## src/rtl/core_pkg.sv

```systemverilog
// Shared definitions for the EX-stage multiply/divide sequencer.
// Divide opcodes are supported only when MULDIV_DIV_EN is defined.
package core_pkg;

  localparam int unsigned MULDIV_WIDTH = 32;

  localparam logic [3:0] ALU_MUL   = 4'b0101;
  localparam logic [3:0] ALU_MULH  = 4'b0110;
  localparam logic [3:0] ALU_MULHU = 4'b0111;
  localparam logic [3:0] ALU_DIVU  = 4'b1110;
  localparam logic [3:0] ALU_REMU  = 4'b1111;

  typedef enum logic [1:0] {
    IDLE = 2'd0,
    RUN  = 2'd1,
    DONE = 2'd2
  } muldiv_state_t;

  // Opcodes this build of the sequencer will accept.
  function automatic logic muldiv_supported(input logic [3:0] op);
    logic ok;
    ok = 1'b0;
    case (op)
      ALU_MUL, ALU_MULH, ALU_MULHU: ok = 1'b1;
`ifdef MULDIV_DIV_EN
      ALU_DIVU, ALU_REMU:           ok = 1'b1;
`endif
      default:                      ok = 1'b0;
    endcase
    return ok;
  endfunction

  function automatic logic muldiv_is_div(input logic [3:0] op);
    return (op == ALU_DIVU) || (op == ALU_REMU);
  endfunction

endpackage

```

## src/rtl/muldiv_dp.sv

```systemverilog
// Radix-2 iterative datapath: shift-add multiply and, with MULDIV_DIV_EN,
// restoring divide. res_nxt_c is the result word as it will be after this step.
module muldiv_dp
  import core_pkg::*;
#(
  parameter int unsigned WIDTH = MULDIV_WIDTH
) (
  input  logic             clk,
  input  logic             rst_n,
  input  logic             load,
  input  logic             step,
  input  logic [3:0]       op,
  input  logic [WIDTH-1:0] a,
  input  logic [WIDTH-1:0] b,
  output logic [WIDTH-1:0] res_nxt_c
);

  localparam int unsigned PW = 2 * WIDTH;

  logic [PW-1:0]    prod_q, prod_d, prod_ld, step_nxt, mul_nxt;
  logic [WIDTH-1:0] mcand_q, mcand_d, mcand_ld;
  logic [WIDTH-1:0] a_mag, b_mag, neg_hi;
  logic [WIDTH:0]   mul_sum;
  logic [3:0]       op_q, op_d;
  logic             neg_q, neg_d, neg_ld;
`ifdef MULDIV_DIV_EN
  logic [WIDTH:0]   div_hi;
  logic [WIDTH-1:0] div_diff;
  logic             div_ge;
  logic [PW-1:0]    div_nxt;
`endif

  // Operand conditioning at load: mulh works on magnitudes and remembers the sign.
  always_comb begin
    a_mag    = (op == ALU_MULH && a[WIDTH-1]) ? (~a + WIDTH'(1)) : a;
    b_mag    = (op == ALU_MULH && b[WIDTH-1]) ? (~b + WIDTH'(1)) : b;
    neg_ld   = (op == ALU_MULH) && (a[WIDTH-1] ^ b[WIDTH-1]);
    prod_ld  = {WIDTH'(0), b_mag};
    mcand_ld = a_mag;
`ifdef MULDIV_DIV_EN
    if (muldiv_is_div(op)) begin
      prod_ld  = {WIDTH'(0), a};
      mcand_ld = b;
    end
`endif
  end

  // One iteration; the product/remainder pair lives in prod_q.
  always_comb begin
    mul_sum  = {1'b0, prod_q[PW-1:WIDTH]} + (prod_q[0] ? {1'b0, mcand_q} : '0);
    mul_nxt  = {mul_sum, prod_q[WIDTH-1:1]};
    step_nxt = mul_nxt;
`ifdef MULDIV_DIV_EN
    div_hi   = prod_q[PW-1:WIDTH-1];
    div_ge   = div_hi >= {1'b0, mcand_q};
    div_diff = div_hi[WIDTH-1:0] - mcand_q;
    div_nxt  = {(div_ge ? div_diff : div_hi[WIDTH-1:0]), prod_q[WIDTH-2:0], div_ge};
    if (muldiv_is_div(op_q)) begin
      step_nxt = div_nxt;
    end
`endif
  end

  // High word of the two's-complement negated product, without forming the low half.
  always_comb begin
    neg_hi = ~step_nxt[PW-1:WIDTH] + WIDTH'(step_nxt[WIDTH-1:0] == '0);
    case (op_q)
      ALU_MULH:  res_nxt_c = neg_q ? neg_hi : step_nxt[PW-1:WIDTH];
      ALU_MULHU: res_nxt_c = step_nxt[PW-1:WIDTH];
`ifdef MULDIV_DIV_EN
      ALU_REMU:  res_nxt_c = step_nxt[PW-1:WIDTH];
`endif
      default:   res_nxt_c = step_nxt[WIDTH-1:0];
    endcase
  end

  always_comb begin
    prod_d  = prod_q;
    mcand_d = mcand_q;
    op_d    = op_q;
    neg_d   = neg_q;
    if (load) begin
      prod_d  = prod_ld;
      mcand_d = mcand_ld;
      op_d    = op;
      neg_d   = neg_ld;
    end else if (step) begin
      prod_d  = step_nxt;
    end
  end

  always_ff @(posedge clk or negedge rst_n) begin
    if (!rst_n) begin
      prod_q  <= '0;
      mcand_q <= '0;
      op_q    <= '0;
      neg_q   <= 1'b0;
    end else begin
      prod_q  <= prod_d;
      mcand_q <= mcand_d;
      op_q    <= op_d;
      neg_q   <= neg_d;
    end
  end

endmodule

```

## src/rtl/muldiv_sequencer.sv

```systemverilog
// EX-stage multi-cycle mul/mulh/mulhu sequencer; stalls the pipe while running.
// Define MULDIV_DIV_EN to add divu/remu on the same datapath.
module muldiv_sequencer
  import core_pkg::*;
#(
  parameter int unsigned WIDTH = MULDIV_WIDTH,
  parameter int unsigned CNT_W = $clog2(WIDTH)
) (
  input  logic             clk,
  input  logic             rst_n,
  input  logic             start,
  input  logic [3:0]       aluop,
  input  logic [WIDTH-1:0] op_a,
  input  logic [WIDTH-1:0] op_b,
  input  logic             flush,
  output logic             stall_EX,
  output logic             busy,
  output logic             done,
  output logic [WIDTH-1:0] result
);

  muldiv_state_t    state_q, state_d;
  logic [CNT_W-1:0] cnt_q, cnt_d;
  logic [WIDTH-1:0] result_q, result_d, dp_res;
  logic             busy_q, done_q;
  logic             accept, load, step;

  muldiv_dp #(.WIDTH(WIDTH)) u_dp (
    .clk       (clk),
    .rst_n     (rst_n),
    .load      (load),
    .step      (step),
    .op        (aluop),
    .a         (op_a),
    .b         (op_b),
    .res_nxt_c (dp_res)
  );

  assign accept = start && muldiv_supported(aluop) && !flush;

  // Next state, datapath control and the combinational stall.
  always_comb begin
    state_d  = state_q;
    cnt_d    = cnt_q;
    result_d = result_q;
    load     = 1'b0;
    step     = 1'b0;
    stall_EX = 1'b0;
    case (state_q)
      IDLE: begin
        if (accept) begin
          state_d  = RUN;
          cnt_d    = CNT_W'(WIDTH - 1);
          load     = 1'b1;
          stall_EX = 1'b1;
        end
      end
      RUN: begin
        stall_EX = 1'b1;
        if (flush) begin
          state_d = IDLE;
          cnt_d   = '0;
        end else begin
          step  = 1'b1;
          cnt_d = cnt_q - CNT_W'(1);
          if (cnt_q == '0) begin
            state_d  = DONE;
            result_d = dp_res;
          end
        end
      end
      DONE:    state_d = IDLE;
      default: state_d = IDLE;
    endcase
  end

  always_ff @(posedge clk or negedge rst_n) begin
    if (!rst_n) begin
      state_q  <= IDLE;
      cnt_q    <= '0;
      result_q <= '0;
      busy_q   <= 1'b0;
      done_q   <= 1'b0;
    end else begin
      state_q  <= state_d;
      cnt_q    <= cnt_d;
      result_q <= result_d;
      busy_q   <= (state_d != IDLE);
      done_q   <= (state_d == DONE);
    end
  end

  assign busy   = busy_q;
  assign done   = done_q;
  assign result = result_q;

endmodule
```

## config.mk

```make
export PLATFORM = sky130hd
export DESIGN_NAME = muldiv_sequencer
export DESIGN_NICKNAME = d
export VERILOG_FILES = /design/src/rtl/core_pkg.sv /design/src/rtl/muldiv_dp.sv /design/src/rtl/muldiv_sequencer.sv
export SDC_FILE = /design/constraint.sdc
export NUM_CORES = 1
export LEC_CHECK = 0
export ABC_AREA = 1
export CAP_MARGIN = 20
export CORE_AREA = 2 2 129 143
export DETAILED_ROUTE_END_ITERATION = 12
export DIE_AREA = 0 0 131 145
export DONT_BUFFER_PORTS = 1
export PLACE_DENSITY = 0.83
export SLEW_MARGIN = 30
export SYNTH_ARGS = -nofsm -noshare
export SYNTH_HDL_FRONTEND = slang
export SYNTH_SLANG_ARGS = --single-unit
```

## constraint.sdc

```tcl
create_clock -name clk -period 3.82 [get_ports clk]
set_clock_uncertainty 0.15 [all_clocks]
set_input_delay 0.573 -clock clk [delete_from_list [all_inputs] [get_ports clk]]
set_output_delay 0.573 -clock clk [all_outputs]
set_load 0.05 [all_outputs]
```

==> reports/metrics.yaml, run 1 <==
outcome:
  outcome: "finished, violations left"
  violations: "negative hold slack"
worst_setup_path:
  crit_required_ps: 4030
  crit_path_end_kind: "flop"
  cp-start-kind: "flop"
  critPathArrivalTime_ps: 3710
  crit_type: "reg2reg"
  cp_max_fo: 5
power_and_ir_drop:
  power_density_nw_per_um2: 592
  ir_drop_v: 0.000383
  p_leak_nw: 6.35
floorplan:
  rows: 51
  initial_core_util_pct: 64.7
  fp.dieW_um: 131
  fp.coreArea_um2: 17500
  ios: 107
  die-area_um2: 19000
  fp.dieH_um: 145
placement:
  gp_routability_congestion: 0.982
  hpwl_um: 26800
  portBuffers: 0
cts:
  htreeDepth: 4
  cts_buffer_depth: 2
  postCtsSetupBuffers: 0
  clk_pin_slew_ps: 70
  cts_root_buf: "clkbuf_16"
  cts_buffers: 17
  cts.sinks: 142
  cts_tree: "built"
  clk_latency_ps: 440
logic_synthesis:
  synth_top_area_share_pct: 31.3
  synthDistinctLibCells: 47
  syn_area_per_cell_um2: 6.49
  yosysWarnings: 0
  netlist_area_um2: 11300
  synth-seq-area-share_pct: 31.3
  synth_seq_cells: 142
  async_reset_ff_share_pct: 100
  synth_fp_nets: 1859
  ys.flop_type: "dfrtp_1"
  yosysTopAreaCell: "dfrtp_1"
  synth-edff-count: 0
  synth_cells: 1749
  synthTopCellsByArea: "dfrtp_1, nand2_1, inv_1, nor2_1, nand3_1"
finish:
  post-route-util_pct: 69.1
  nets: 1842
  drive_gt1_share_pct: 7.91
  antennaDiodeCount: 0
  seq_area_um2: 3550
  multiInputGateArea_um2: 6460
  area_growth_pct: 6.85
  fill_cells: 1571
global_routing:
  grt_pass1_vias: 10900
  grt_max_degree: 143
  groute.usage.overall_pct: 38.1
  gr-total-overflow: 0
  grt_pass1_wl_um: 56400
  antenna_found_initial: 0
detailed_routing:
  avgViaCountPerCell: 5.85
  drt_iter0_drc: 1400
  vias: 11600
  drc: 0
  detail_route.wl_per_cell_um: 17.6
  drt.antenna.violating_nets: 0
  dr.pass1.iters: 6
  wirelength_um: 34900
sta:
  final_max_slew_viol_count: 0
  fmax_mhz: 286
  finalCritPeriodShare_pct: 91.7
  setup_violations: 0
  slew_headroom_pct: 47.6
  period_needed_ps: 3500
  tightestPinTransition_ps: 785
  setup_tns_ps: 0
  finalHoldViolations: 142
  holdWs_ps: -322
min_path:
  hold_class: "in2async"
job:
  cap_violations: 0
## worst paths after layout
path / slack, ps / from / cells after the start / to
max: 320 / u_dp.prod_q[0] / 20 / result[30]
min: -320 / rst_n / 0 / u_dp.prod_q[52]
max reg2reg: 320 / u_dp.prod_q[0] / 20 / result[30]
min reg2reg: 320 / u_dp.op_q[2] / 1 / u_dp.op_q[2]
max in group asynchronous: 3620 / rst_n / 0 / result[26]
min in group clk: 120 / aluop[0] / 2 / u_dp.op_q[0]
## sequential cells by signal (all words and copies together), names as in the netlist
register and cells:
busy 1, cnt_q 5, done 1, result 32, state_q 2, u_dp.mcand_q 32, u_dp.neg_q 1, u_dp.op_q 4
u_dp.prod_q 64
## cell families (layout without fill, tap and decap cells)
group,Yosys count,in the layout,share of synthesized area [%]
flip-flops,142,142,31.3
adder cells (fa/ha/maj),38,38,4.26
buffers and inverters,346,342,12.0
AND/OR/NAND/NOR,911,911,35.1
XOR/XNOR,42,42,3.24
AO/OA/AOI/OAI,270,270,14.0
## per-stage QoR
step	hold WS [ps]	power, W	instance area, µm²	instances	worst slack (ps)
final	-322	0.00718	12100	1983	318
after global routing	-330	0.00760	12100	1983	-62.8
after CTS	-333	0.00708	12100	1983	300
after detailed placement	133	0.00541	11500	1951	450
after global placement	133	0.00534	11500	1951	531
after floorplan	127	0.00452	11300	1749	506
## power breakdown
part | leakage (nW) | switching (W) | internal (W)
clock network | 0.272 | 0.000760 | 0.000917
registers | 1.77 | 0.000514 | 0.00188
logic | 4.31 | 0.00214 | 0.000967
## cells in the final DEF (no fill, tap or decap), types with 18 or more instances in the layout
cell	n
nand2_1	511
inv_1	282
nor2_1	147
dfrtp_1	142
nand3_1	109
o21ai_0	104
a21oi_1	76
ha_1	37
o221ai_1	33
xor2_1	33
nand2_2	29
nor3_1	23
nor2_2	21
nand4_1	19
a31oi_1	18
## routing by layer
metal	track usage (%)	vias up	part of all wire, %
met5	0	-	0
li1	-	5571	-
met1	52.7	5328	41
met3	6.82	117	9.0
met4	18.9	0	5.4
met2	57.1	592	45
## cells in the mapped netlist (2+ instances only)
| library cell | instances |
|---|---|
| nand2_1 | 511 |
| inv_1 | 283 |
| nor2_1 | 149 |
| dfrtp_1 | 142 |
| nand3_1 | 109 |
| o21ai_0 | 104 |
| a21oi_1 | 76 |
| clkbuf_1 | 40 |
| ha_1 | 37 |
| o221ai_1 | 33 |
| xor2_1 | 33 |
| nand2_2 | 29 |
| nor3_1 | 24 |
| nor2_2 | 21 |
| nand4_1 | 19 |
| a31oi_1 | 18 |
| nand3b_1 | 13 |
| xnor2_1 | 9 |
| inv_2 | 8 |
| nand3_2 | 8 |
| nor4_1 | 7 |
| a221oi_1 | 6 |
| a22oi_1 | 6 |
| and2_1 | 5 |
| buf_6 | 5 |
| nor2_4 | 5 |
| nor3_2 | 5 |
| o211ai_1 | 5 |
| o22ai_1 | 5 |
| a21oi_2 | 4 |
| o21ai_1 | 4 |
| o21bai_1 | 4 |
| a211oi_1 | 2 |
| buf_1 | 2 |
| buf_4 | 2 |
| clkinv_1 | 2 |
| dlygate4sd1_1 | 2 |
| nand2_4 | 2 |
| o31ai_1 | 2 |
## worst max-delay path: stages, from the launching register on
cell     delay (ps)
dfrtp_1         390
nand2_1          60
inv_1            40
ha_1            350
nor4_2          270
nand4_1         150
nor3_1          220
ha_1            200
ha_1            180
nand3_1         100
nor2_2          150
nand3_1         140
nor2_4          150
nand2_1          80
nand2_2         100
nand3_2         150
a21oi_4         190
nand2_1          70
nand2_1          60
nand3_1          80
a21oi_1         140
## layout make-up
cell class	count	share of cell area, %
clock buffers	17	3.51
clock inverters	15	1.30
inverters	293	9.07
multi-input cells	1261	53.3
flip-flops and latches	142	29.3
well taps	238	2.46
repair buffers	17	1.05
## timing repair
item / 4_1_cts / 5_1_grt
resized for setup: 0 / 3
setup endpoints to repair: 0 / 7
hold endpoints to repair: 142 / 142
Power figures use the tool's default switching activity.
==> run 2: changes to the inputs <==
--- a/config.mk
+++ b/config.mk
@@ -6,13 +6,13 @@
 export NUM_CORES = 1
 export LEC_CHECK = 0
 export ABC_AREA = 1
-export CAP_MARGIN = 20
-export CORE_AREA = 2 2 129 143
+export CAP_MARGIN = 25
+export CORE_AREA = 5 5 132 146
 export DETAILED_ROUTE_END_ITERATION = 12
-export DIE_AREA = 0 0 131 145
+export DIE_AREA = 0 0 137 151
 export DONT_BUFFER_PORTS = 1
 export PLACE_DENSITY = 0.83
-export SLEW_MARGIN = 30
+export SLEW_MARGIN = 10
 export SYNTH_ARGS = -nofsm -noshare
 export SYNTH_HDL_FRONTEND = slang
 export SYNTH_SLANG_ARGS = --single-unit
==> run 2 against run 1 <==
Against the previous run: the run still ends with negative hold slack left; critical path depth is 1 lower; via count down 0.63%; clock power is 7% higher; highest routed layer unchanged; final area is 0.10% higher; count of clock-buffer cells in the layout up 2; register-to-register slack about the same; sequential power about the same; critical endpoint is now result[18]; cell count fell by 0.10%; largest cell class unchanged.
==> reports/metrics.yaml, run 2 (synthesis results as in run 1) <==
outcome:
  outcome: "finished, violations left"
  violations: "negative hold slack"
global_routing:
  grt_max_degree: 143
  antenna_found_initial: 0
  met2_usage_pct: 54.9
  use_met3_pct: 8.67
  top_usage_layer: "met2"
  gr-total-overflow: 0
  grt_pass1_vias: 11000
  met1_usage_pct: 46.5
  groute.usage.overall_pct: 35.2
  grt_pass1_wl_um: 57100
worst_setup_path:
  path_cells: "nand2_1, inv_1, ha_2, nor4_1, nand4_1, nor3_1, ha_1, ha_1, nand3_1, nor2_2, nand3_1, nor2_4, nand3_2, nor2_2, nand2_1, nand2_2, xor2_1, nand2_1, a21oi_1"
  crit_required_ps: 4040
  cp.depth: 19
  crit_path_end_kind: "flop"
  critPathSlowestCell: "dfrtp_1"
  crit_type: "reg2reg"
  worstReg2RegStart: "u_dp.mcand_q[0]"
  critPathMaxStageDelay_ps: 380
  cp-start-kind: "flop"
  cp_max_fo: 5
  crit_buf_inv: 1
  reg2reg_depth: 19
  worstSetupStartpoint: "u_dp.mcand_q[0]"
  regToRegSetupSlack_ps: 310
  endpoint: "result[18]"
  cp_top_family: "simple AND/OR/NAND/NOR gates"
  r2r_end: "result[18]"
  critPathArrivalTime_ps: 3730
  crit_path_frequent_cell: "nand2_1"
power_and_ir_drop:
  p_leak_nw: 6.36
  p_seq_share_pct: 32.5
  ir_drop_v: 0.000353
  power_density_nw_per_um2: 601
  p_int_w: 0.00392
  pwr-share-clk_pct: 24.7
  switching_share_pct: 46.2
  combPwrFrac_pct: 42.8
  p_switching_w: 0.00337
sta:
  setup_tns_ps: 0
  period_needed_ps: 3510
  finalHoldViolations: 142
  setup_ws_ps: 309
  fmax_mhz: 285
  rsz0062_at_grt: "no"
  tightestPinTransition_ps: 823
  setup_violations: 0
  final_max_slew_viol_count: 0
  slew_headroom_pct: 45.1
  holdWs_ps: -322
  finalCritPeriodShare_pct: 91.9
floorplan:
  fp.dieW_um: 137
  initial_core_util_pct: 64.7
  die-area_um2: 20700
  fp.coreArea_um2: 17500
  fp.dieH_um: 151
  ios: 107
  rows: 51
finish:
  largest_register_ffs: 64
  nets: 1840
  drive_gt1_share_pct: 7.80
  top_register: "u_dp.prod_q"
  post-route-util_pct: 69.2
  layout_commonest_cell: "nand2_1"
  area_growth_pct: 6.96
  antennaDiodeCount: 0
  layout_common_cells: "nand2_1, inv_1, nor2_1"
cts:
  cts_root_buf: "clkbuf_16"
  cts_buffer_depth: 2
  htreeDepth: 4
  clk_latency_ps: 430
  cts.sinks: 142
  cts_tree: "built"
  clk_pin_slew_ps: 70
  cts_buffers: 17
placement:
  gp_routability_congestion: 0.993
  portBuffers: 0
  dp_slack_ps: 315
  hpwl_um: 26900
detailed_routing:
  drt.antenna.violating_nets: 0
  dr.pass1.iters: 6
  vias: 11500
  detail_route.wl_per_cell_um: 17.8
  drt_iter0_drc: 1109
  avgViaCountPerCell: 5.82
  wirelength_um: 35200
  drc: 0
min_path:
  hold_class: "in2async"
job:
  cap_violations: 0
[run 2: worst reg2reg max path, stage by stage, from the launching register on]
cell	delay (ps)
dfrtp_1	380
nand2_1	80
inv_1	50
ha_2	330
nor4_1	260
nand4_1	150
nor3_1	220
ha_1	220
ha_1	220
nand3_1	100
nor2_2	150
nand3_1	140
nor2_4	160
nand3_2	120
nor2_2	170
nand2_1	90
nand2_2	90
xor2_1	160
nand2_1	70
a21oi_1	130
[run 2: through the flow]
stage / cell area [µm²] / power [W] / std cells
3_3_place_gp: 11500 / 0.00534 / 1949
2_1_floorplan: 11300 / 0.00452 / 1749
5_1_grt: 12100 / 0.00773 / 1981
4_1_cts: 12100 / 0.00722 / 1981
3_5_place_dp: 11500 / 0.00541 / 1949
6_report: 12100 / 0.00729 / 1981
[run 2: worst min path at each step]
| stage | from | endpoint | slack [ps] | depth (start not counted) |
|---|---|---|---|---|
| floorplan | rst_n | busy | 130 | 0 |
| global placement | rst_n | u_dp.prod_q[52] | 130 | 0 |
| detailed placement | rst_n | u_dp.prod_q[55] | 130 | 0 |
| CTS | rst_n | u_dp.prod_q[55] | -330 | 0 |
| global route | rst_n | u_dp.prod_q[55] | -330 | 0 |
| finish | rst_n | u_dp.prod_q[56] | -320 | 0 |
[run 2: cell type report]
type	count	area (µm²)
clock buffers	19	453
well taps	238	298
fillers	1601	5410
clock inverters	13	174
multi-input cells	1261	6450
repair buffers	15	113
inverters	293	1100
flip-flops and latches	142	3550
[run 2: repair_timing]
| item | 4_1_cts | 5_1_grt |
|---|---|---|
| resized for setup | 0 | 1 |
| hold endpoints to repair | 142 | 142 |
| setup endpoints to repair | 0 | 2 |
| buffers inserted | 0 | 0 |
[run 2: metal layers]
metal,wire length [µm],vias up
met3,3270,115
met4,1650,0
met5,0,-
met1,14500,5289
met2,15800,559
li1,-,5572
[run 2: power by group through the flow]
stage,clock network (W),logic (W),registers [W]
6_report,0.00180,0.00312,0.00237
5_1_grt,0.00187,0.00347,0.00240
4_1_cts,0.00180,0.00307,0.00235
3_5_place_dp,0,0.00303,0.00238
3_3_place_gp,0,0.00297,0.00237
2_1_floorplan,0,0.00230,0.00222
==> run 3: changes to the inputs <==
--- a/config.mk
+++ b/config.mk
@@ -7,11 +7,12 @@
 export LEC_CHECK = 0
 export ABC_AREA = 1
 export CAP_MARGIN = 25
-export CORE_AREA = 5 5 132 146
+export CORE_AREA = 5 5 131 145
+export CTS_BUF_LIST = sky130_fd_sc_hd__clkbuf_4 sky130_fd_sc_hd__clkbuf_8
 export DETAILED_ROUTE_END_ITERATION = 12
-export DIE_AREA = 0 0 137 151
+export DIE_AREA = 0 0 136 150
 export DONT_BUFFER_PORTS = 1
-export PLACE_DENSITY = 0.83
+export PLACE_DENSITY = 0.84
 export SLEW_MARGIN = 10
 export SYNTH_ARGS = -nofsm -noshare
 export SYNTH_HDL_FRONTEND = slang
==> run 3 against run 2 <==
Against the previous run: the run still ends with negative hold slack left; clock power fell by 20%; non-clock buffer count grew 1; flip-flop and latch count is the same; routed wire length fell by 2.0%; core utilization fell by 0.44 points; largest cell class unchanged; highest routed layer unchanged.
==> reports/metrics.yaml, run 3 (synthesis results as in run 1) <==
power_and_ir_drop:
  p_switching_w: 0.00333
  p_total_w: 0.00692
  combPwrFrac_pct: 44.8
  p_seq_share_pct: 34.4
  p_int_w: 0.00358
  switching_share_pct: 48.2
  p_leak_nw: 6.29
  ir_drop_v: 0.000364
  pwr-share-clk_pct: 20.8
  power_density_nw_per_um2: 578
worst_setup_path:
  crit_buf_inv: 3
  crit_type: "reg2reg"
  critPathMaxStageDelay_ps: 530
  crit_path_end_kind: "flop"
  critPathArrivalTime_ps: 3730
  worstReg2RegStart: "u_dp.prod_q[0]"
  path_cells: "buf_4, nand2_1, inv_1, ha_1, nand2_1, inv_1, nand2_1, nand3_1, nand2_1, nand2_1, nand2_1, nand2_1, nand2_1, nand2_1, a21oi_1, nor2_1, a211oi_1, a21oi_1"
  crit_path_frequent_cell: "nand2_1"
  crit_required_ps: 4030
  cp_top_family: "simple AND/OR/NAND/NOR gates"
  critPathSlowestCell: "a211oi_1"
  cp-start-kind: "flop"
  worstSetupStartpoint: "u_dp.prod_q[0]"
  cp_max_fo: 32
floorplan:
  fp.dieW_um: 136
  fp.dieH_um: 150
  fp.coreArea_um2: 17400
  rows: 51
  ios: 107
  initial_core_util_pct: 65.2
  die-area_um2: 20400
global_routing:
  grt_max_degree: 143
  grt_pass1_wl_um: 55400
  antenna_found_initial: 0
  grt_pass1_vias: 10800
  groute.usage.overall_pct: 34.6
  gr-total-overflow: 0
finish:
  top_register: "u_dp.prod_q"
  drive_gt1_share_pct: 7.80
  nets: 1841
  largest_register_ffs: 64
  area_growth_pct: 5.50
  layout_commonest_cell: "nand2_1"
  antennaDiodeCount: 0
  layout_common_cells: "nand2_1, inv_1, nor2_1"
cts:
  cts_buffer_depth: 2
  clk_pin_slew_ps: 100
  clk_latency_ps: 480
  cts_root_buf: "clkbuf_8"
  cts.sinks: 142
  cts_buffers: 17
  cts_tree: "built"
  htreeDepth: 4
  postCtsSetupBuffers: 0
  cts_resized: 0
detailed_routing:
  wl_met1_um: 14000
  routed.top_layer: "met4"
  detail_route.wl_per_cell_um: 17.4
  vias: 11500
  drt_iter0_drc: 1109
  dr.pass1.iters: 6
  wirelength_um: 34500
  wl_met3_um: 3350
  drt.antenna.violating_nets: 0
  met2_length_um: 15600
  drc: 0
  avgViaCountPerCell: 5.80
placement:
  hpwl_um: 26700
  gp_routability_congestion: 1.02
  portBuffers: 0
sta:
  holdWs_ps: -381
  finalHoldViolations: 142
  fmax_mhz: 284
  slew_headroom_pct: 50.4
  tightestPinTransition_ps: 743
  setup_tns_ps: 0
  rsz0062_at_grt: "no"
  setup_violations: 0
  finalCritPeriodShare_pct: 92.2
  period_needed_ps: 3520
  final_max_slew_viol_count: 0
outcome:
  outcome: "finished, violations left"
  violations: "negative hold slack"
min_path:
  hold_class: "in2async"
job:
  cap_violations: 0
-- run 3: cell count changes in the layout (fill, tap and decap cells not counted), sizes merged --
cell	before	now
clkbuf	19	17
bufinv	3	4
clkinv	5	4
inv	296	299
buf	15	16
clkinvlp	2	1
-- run 3: final timing paths --
check,to,slack [ps],cells after the start
worst max-delay path,result[31],300,18
worst min-delay path,u_dp.prod_q[52],-380,0
worst max register to register,result[31],300,18
worst min register to register,u_dp.mcand_q[14],340,2
max in group asynchronous,u_dp.mcand_q[24],3520,0
min in group clk,u_dp.op_q[0],50,2
-- run 3: metal layers --
metal | track usage (%) | up-vias
met3 | 7.26 | 106
met5 | 0 | -
met4 | 15.7 | 0
met2 | 54.2 | 599
li1 | - | 5576
met1 | 46.0 | 5222
-- run 3: layout make-up --
type                    instances  area (µm²)
clock buffers                  17         234
clock inverters                15         223
fillers                      1580        5450
inverters                     293        1100
multi-input cells            1261        6450
flip-flops and latches        142        3550
well taps                     238         298
repair buffers                 16         120
-- run 3: through the flow --
stage | hold WS, ps | cells | cell area (µm²) | worst slack [ps] | util [%]
2_1_floorplan | 127 | 1749 | 11300 | 506 | -
3_3_place_gp | 133 | 1950 | 11500 | 422 | 66.1
3_5_place_dp | 133 | 1950 | 11500 | 481 | 66.1
4_1_cts | -389 | 1982 | 12000 | 422 | 68.7
5_1_grt | -401 | 1982 | 12000 | 38.6 | 68.7
6_report | -381 | 1982 | 12000 | 297 | 68.7
-- run 3: power groups by stage --
stage                     Clock, W  Sequential, W  Combinational [W]
final                      0.00144        0.00238            0.00310
after global routing       0.00150        0.00239            0.00345
after CTS                  0.00144        0.00235            0.00304
after detailed placement         0        0.00238            0.00302
after global placement           0        0.00236            0.00296
after floorplan                  0        0.00222            0.00230
